File: config.mk
export PLATFORM = sky130hd
export DESIGN_NAME = index_mask_builder_flat
export DESIGN_NICKNAME = d
export VERILOG_FILES = /design/src/rtl/index_mask_builder_if.sv /design/src/rtl/index_mask_builder.sv /design/src/flat_wrapper.sv
export SDC_FILE = /design/constraint.sdc
export NUM_CORES = 1
export LEC_CHECK = 0
export CAP_MARGIN = 20
export CORE_MARGIN = 4
export CORE_UTILIZATION = 49
export CTS_CLUSTER_DIAMETER = 100
export DETAILED_ROUTE_END_ITERATION = 16
export GPL_TIMING_DRIVEN = 0
export MAX_ROUTING_LAYER = met4
export PLACE_DENSITY = 0.88
export SYNTH_ARGS = -nofsm -noshare
export SYNTH_HDL_FRONTEND = slang
export SYNTH_SLANG_ARGS = --single-unit
File: constraint.sdc
create_clock -name clk -period 2.5 [get_ports clk]
set_input_delay 0.25 -clock clk [delete_from_list [all_inputs] [get_ports clk]]
set_output_delay 0.25 -clock clk [all_outputs]
set_load 0.02 [all_outputs]
File: src/rtl/index_mask_builder_if.sv
// Index-in / mask-out channels of index_mask_builder.
// The slave modport is the block's view; the master modport is the environment's view.
interface index_mask_builder_if #(
    parameter int unsigned W = 16
);
    localparam int unsigned IW = $clog2(W);

    logic          in_valid;
    logic          in_ready;
    logic [IW-1:0] in_index;
    logic          in_last;
    logic          out_valid;
    logic          out_ready;
    logic [W-1:0]  out_mask;
    logic [IW:0]   out_count;
    logic          out_full;
    logic          out_dup;
    logic          out_err;

    modport master (
        output in_valid, in_index, in_last, out_ready,
        input  in_ready, out_valid, out_mask, out_count, out_full, out_dup, out_err
    );

    modport slave (
        input  in_valid, in_index, in_last, out_ready,
        output in_ready, out_valid, out_mask, out_count, out_full, out_dup, out_err
    );
endinterface

File: src/rtl/index_mask_builder.sv
// Rebuilds a W-bit occupancy mask from a stream of slot indices and hands the
// completed frame downstream over valid/ready, with popcount and frame flags.
module index_mask_builder #(
    parameter int unsigned W = 16
) (
    input logic clk,
    input logic rst_n,
    index_mask_builder_if.slave bus
);
    localparam int unsigned IW = $clog2(W);

    typedef enum logic {
        ACCUM = 1'b0,
        EMIT  = 1'b1
    } state_e;

    state_e        state_q, state_d;
    logic [W-1:0]  mask_q, mask_d;
    logic [IW:0]   count_q, count_d;
    logic          full_q, full_d;
    logic          dup_q, dup_d;
    logic          err_q, err_d;
    logic          rdy_q, vld_q;
    logic [W-1:0]  onehot;
    logic          idx_ok;

    // Out-of-range indices shift out entirely, so onehot is zero for them.
    assign onehot = W'(1) << bus.in_index;
    assign idx_ok = 32'(bus.in_index) < W;

    always_comb begin
        state_d = state_q;
        mask_d  = mask_q;
        count_d = count_q;
        full_d  = full_q;
        dup_d   = dup_q;
        err_d   = err_q;
        case (state_q)
            ACCUM: begin
                if (bus.in_valid) begin
                    if (!idx_ok) begin
                        err_d = 1'b1;
                    end else if ((mask_q & onehot) != '0) begin
                        dup_d = 1'b1;
                    end else begin
                        mask_d  = mask_q | onehot;
                        count_d = count_q + (IW+1)'(1);
                    end
                    if (mask_d == '1) begin
                        full_d  = 1'b1;
                        state_d = EMIT;
                    end
                    if (bus.in_last) begin
                        state_d = EMIT;
                    end
                end
            end
            EMIT: begin
                if (bus.out_ready) begin
                    mask_d  = '0;
                    count_d = '0;
                    full_d  = 1'b0;
                    dup_d   = 1'b0;
                    err_d   = 1'b0;
                    state_d = ACCUM;
                end
            end
            default: state_d = ACCUM;
        endcase
    end

    // Handshake flags are flopped copies of the next state, so neither has a
    // combinational path from in_valid or out_ready.
    always_ff @(posedge clk or negedge rst_n) begin
        if (!rst_n) begin
            state_q <= ACCUM;
            mask_q  <= '0;
            count_q <= '0;
            full_q  <= 1'b0;
            dup_q   <= 1'b0;
            err_q   <= 1'b0;
            rdy_q   <= 1'b1;
            vld_q   <= 1'b0;
        end else begin
            state_q <= state_d;
            mask_q  <= mask_d;
            count_q <= count_d;
            full_q  <= full_d;
            dup_q   <= dup_d;
            err_q   <= err_d;
            rdy_q   <= (state_d == ACCUM);
            vld_q   <= (state_d == EMIT);
        end
    end

    assign bus.in_ready  = rdy_q;
    assign bus.out_valid = vld_q;
    assign bus.out_mask  = mask_q;
    assign bus.out_count = count_q;
    assign bus.out_full  = full_q;
    assign bus.out_dup   = dup_q;
    assign bus.out_err   = err_q;
endmodule

File: src/flat_wrapper.sv
// flat-port wrapper written by rule: the top's interface ports become plain ports
module index_mask_builder_flat 
#(
    parameter int unsigned W = 16
)
  (clk, rst_n, bus_in_valid, bus_in_index, bus_in_last, bus_out_ready, bus_in_ready, bus_out_valid, bus_out_mask, bus_out_count, bus_out_full, bus_out_dup, bus_out_err);
  index_mask_builder_if #(.W(W)) bus_i ();
  input logic clk;
  input logic rst_n;
  input wire logic [$bits(bus_i.in_valid)-1:0] bus_in_valid;
  input wire logic [$bits(bus_i.in_index)-1:0] bus_in_index;
  input wire logic [$bits(bus_i.in_last)-1:0] bus_in_last;
  input wire logic [$bits(bus_i.out_ready)-1:0] bus_out_ready;
  output wire logic [$bits(bus_i.in_ready)-1:0] bus_in_ready;
  output wire logic [$bits(bus_i.out_valid)-1:0] bus_out_valid;
  output wire logic [$bits(bus_i.out_mask)-1:0] bus_out_mask;
  output wire logic [$bits(bus_i.out_count)-1:0] bus_out_count;
  output wire logic [$bits(bus_i.out_full)-1:0] bus_out_full;
  output wire logic [$bits(bus_i.out_dup)-1:0] bus_out_dup;
  output wire logic [$bits(bus_i.out_err)-1:0] bus_out_err;
  assign bus_i.in_valid = bus_in_valid;
  assign bus_i.in_index = bus_in_index;
  assign bus_i.in_last = bus_in_last;
  assign bus_i.out_ready = bus_out_ready;
  assign bus_in_ready = bus_i.in_ready;
  assign bus_out_valid = bus_i.out_valid;
  assign bus_out_mask = bus_i.out_mask;
  assign bus_out_count = bus_i.out_count;
  assign bus_out_full = bus_i.out_full;
  assign bus_out_dup = bus_i.out_dup;
  assign bus_out_err = bus_i.out_err;
  index_mask_builder #(.W(W)) u_core (.clk(clk), .rst_n(rst_n), .bus(bus_i));
endmodule
==> flow_summary.json, run 1 <==
{
  "setup_tns_ns": 0,
  "pin_count": 35,
  "tightestPinTransition_ns": 0.605,
  "grt_usage": 0.222,
  "hp-class": "in -> async",
  "grt_max_degree": 26,
  "min_period_ns": 2.44,
  "clkTransAtPathRegs_ns": 0.14,
  "cts_tree": "yes",
  "cts.sinks": 25,
  "vias": 1439,
  "outcome": "finished, final reports clean",
  "power_mw": 1.07,
  "grt_overflow_total": 0,
  "synth_cell_types": 41,
  "rsz0062_at_grt": "false",
  "r2r_slack_ns": 0.11,
  "critPathArrivalTime_ns": 2.70,
  "h-tree-depth": 1,
  "setup_viol": 0,
  "cp_common_cell": "or4_1",
  "yosysSeqAreaShare": 0.431,
  "cpMaxStageDelayCell": "or4_1",
  "crit_type": "in -> reg",
  "placed_cell_area_um2": 1810,
  "crit_chain": "clkdlybuf4s50_1, buf_4, nor2_4, a32oi_1, or4_1, or4_1, a2111o_1, o22a_1",
  "yosys.cell_count.top_type": "dfrtp_1",
  "fin_cells": 229,
  "crit_fanout": 10,
  "final_cell_area_um2": 1920,
  "grt_pass1_wl_um": 6980,
  "timing.rr.end": "u_core.bus.in_ready",
  "startpoint_type": "primary input",
  "first_iter_violations": 92,
  "drv_cap": 0,
  "drive_above_1_share": 0.131,
  "cts_buffers": 3,
  "hold_viol_final": 0,
  "yosysTopAreaCell": "dfrtp_1",
  "ys_warn_count": 0,
  "design.core.area_um2": 2810,
  "p_per_area_nw_per_um2": 560,
  "synth_edf_count": 0,
  "drc": 0,
  "synthCells": 159,
  "dp_hpwl_um": 2940,
  "synthArstFlopShare": 1.00,
  "die_w_um": 62.5,
  "rr_startpoint": "u_core.bus.out_mask[9]",
  "die_y_um": 62.5,
  "antenna_found_initial": 0,
  "synthTopCellsByCount": "dfrtp_1, nor2_1, nand2_1",
  "post_drt_wl_per_cell_um": 17.8,
  "nNetsFinal": 209,
  "insertion_delay_ns": 0.32,
  "syn_avg_cell_area_um2": 9.14,
  "yosys_most_used_dff": "dfrtp_1",
  "slew_viol_final": 0,
  "post-place-cells": 222,
  "vdd_drop_max_v": 0.000478,
  "synthTopCellsByArea": "dfrtp_1, a31oi_1, nor2_1",
  "antenna_cells": 0,
  "fin_util": 0.684,
  "portBuffers": 32,
  "vias_per_cell": 6.28,
  "hold_slack_ns": 0.290,
  "finalCritPeriodShare": 0.977,
  "start_util": 0.518,
  "synth_top_area_frac": 0.413,
  "ant_nets": 0,
  "place.gp.congestion": 0.900,
  "fin_skew_ns": 0.00759,
  "dieArea_um2": 3900,
  "grt_pass1_vias": 1495,
  "clockBufferDepth": 2,
  "synthToLayoutAreaGrowth_pct": 31.9,
  "endpoint_kind": "flip-flop",
  "fmax_mhz": 409,
  "cellLeakagePower_nw": 0.852,
  "synth_area_um2": 1450,
  "dpl_worst_slack_ns": -0.452,
  "slew_headroom": 0.595,
  "setup_slack_ns": 0.0568,
  "synth_nets": 169,
  "cp_data_required_time_ns": 2.76,
  "rows": 19,
  "wirelength_um": 4070,
  "root_buffer": "clkbuf_4",
  "ys_ff_latch": 25,
  "drt-pass1-iter-count": 5,
  "reg2reg_depth": 6,
  "critPathMaxStageDelay_ns": 0.51
}
==> layer usage <==
metal | global-route usage | up-vias | share of wire | routed length [um]
met3 | 0.0396 | 12 | 0.060 | 243
li1 | - | 666 | - | -
met5 | - | - | 0 | 0
met2 | 0.399 | 73 | 0.51 | 2080
met4 | 0.0523 | 0 | 0.017 | 70
met1 | 0.257 | 688 | 0.41 | 1680
==> state kept, by name (all words and copies together), names as in the netlist <==
name                  cells
u_core.bus.in_ready       1
u_core.bus.out_full       1
u_core.bus.out_dup        1
u_core.bus.out_count      5
u_core.bus.out_mask      16
u_core.state_q            1
==> cells in the final DEF, fill, tap and decap left out, types with 2 or more instances in the layout <==
| cell | netlist | final |
|---|---|---|
| clkdlybuf4s50_1 | 0 | 30 |
| dfrtp_1 | 24 | 24 |
| nor2_1 | 19 | 19 |
| nand2_1 | 15 | 15 |
| a31oi_1 | 14 | 14 |
| mux2i_1 | 7 | 7 |
| a21oi_1 | 7 | 7 |
| buf_4 | 3 | 5 |
| a221oi_1 | 4 | 4 |
| buf_2 | 4 | 3 |
| inv_1 | 3 | 3 |
| a32oi_1 | 4 | 3 |
| nor2b_2 | 0 | 3 |
| nand2b_1 | 3 | 3 |
| or4_1 | 3 | 3 |
| a22oi_1 | 3 | 3 |
| and3_1 | 3 | 3 |
| o21ai_1 | 3 | 3 |
| clkbuf_4 | 0 | 3 |
| clkbuf_2 | 0 | 2 |
| and2_1 | 2 | 2 |
| mux2_1 | 2 | 2 |
| nor3b_1 | 2 | 2 |
| nor2b_1 | 5 | 2 |
| nand4_1 | 2 | 2 |
| nor2_4 | 0 | 2 |
| a21o_1 | 2 | 2 |
| clkbuf_1 | 4 | 2 |
| a41oi_1 | 2 | 2 |
| nand3_1 | 2 | 2 |
| dlymetal6s2s_1 | 0 | 2 |
==> how the worst max path moves through the flow <==
stage	start	to	depth (start not counted)
3_5_place_dp	bus_in_index[3]	u_core.bus.out_mask[12]	9
5_1_grt	bus_in_index[1]	u_core.bus.in_ready	8
4_1_cts	bus_in_index[0]	u_core.bus.in_ready	9
6_report	bus_in_index[1]	u_core.bus.in_ready	8
3_3_place_gp	bus_in_index[1]	u_core.bus.in_ready	8
2_1_floorplan	u_core.bus.out_mask[9]	u_core.bus.in_ready	6
==> worst max-delay path: cells and delay by family <==
| family | cells | cell delay [ns] |
|---|---|---|
| AO/OA/AOI/OAI | 3 | 0.69 |
| buffers and inverters | 2 | 0.68 |
| AND/OR/NAND/NOR | 3 | 1.08 |
==> report_power, final <==
group	switching, mW	total [mW]	internal (mW)
logic	0.210	0.379	0.169
registers	0.0574	0.513	0.456
clock network	0.122	0.182	0.0599
==> what timing repair did <==
item / in CTS / in global routing
setup endpoints to repair: 13 / 22
resized for setup: 8 / 5
pin swaps: 0 / 2
hold buffers: 0 / 0
setup buffers: 0 / 2
==> kinds of logic after synthesis <==
group | Yosys count | synth area share
AND/OR/NAND/NOR | 62 | 0.217
AO/OA/AOI/OAI | 46 | 0.222
flip-flops | 25 | 0.431
buffers and inverters | 14 | 0.0473
multiplexers | 10 | 0.0714
adder cells (fa/ha/maj) | 1 | 0.00860
other | 1 | 0.00258
==> cell type report <==
| class | count | area, um2 |
|---|---|---|
| timing repair buffer | 35 | 355 |
| multi-input combinational | 120 | 792 |
| tap | 31 | 38.8 |
| clock buffer | 3 | 22.5 |
| buffer | 11 | 66.3 |
| inverter | 3 | 11.3 |
| sequential | 25 | 627 |
| fill | 252 | 887 |
| clock inverter | 1 | 5.00 |
Power figures use the tool's default switching activity.
==> run 2: changes to the inputs <==
Settings changed: ABC_CLOCK_PERIOD_IN_PS set to 2500.
==> results of run 2 <==
The final DEF is identical to that of run 1; final timing and power are the same.
==> run 3: changes to the inputs <==
Settings changed: CTS_CLUSTER_SIZE set to 14.
==> results of run 3 <==
The final DEF is identical to that of run 1; final timing and power are the same.
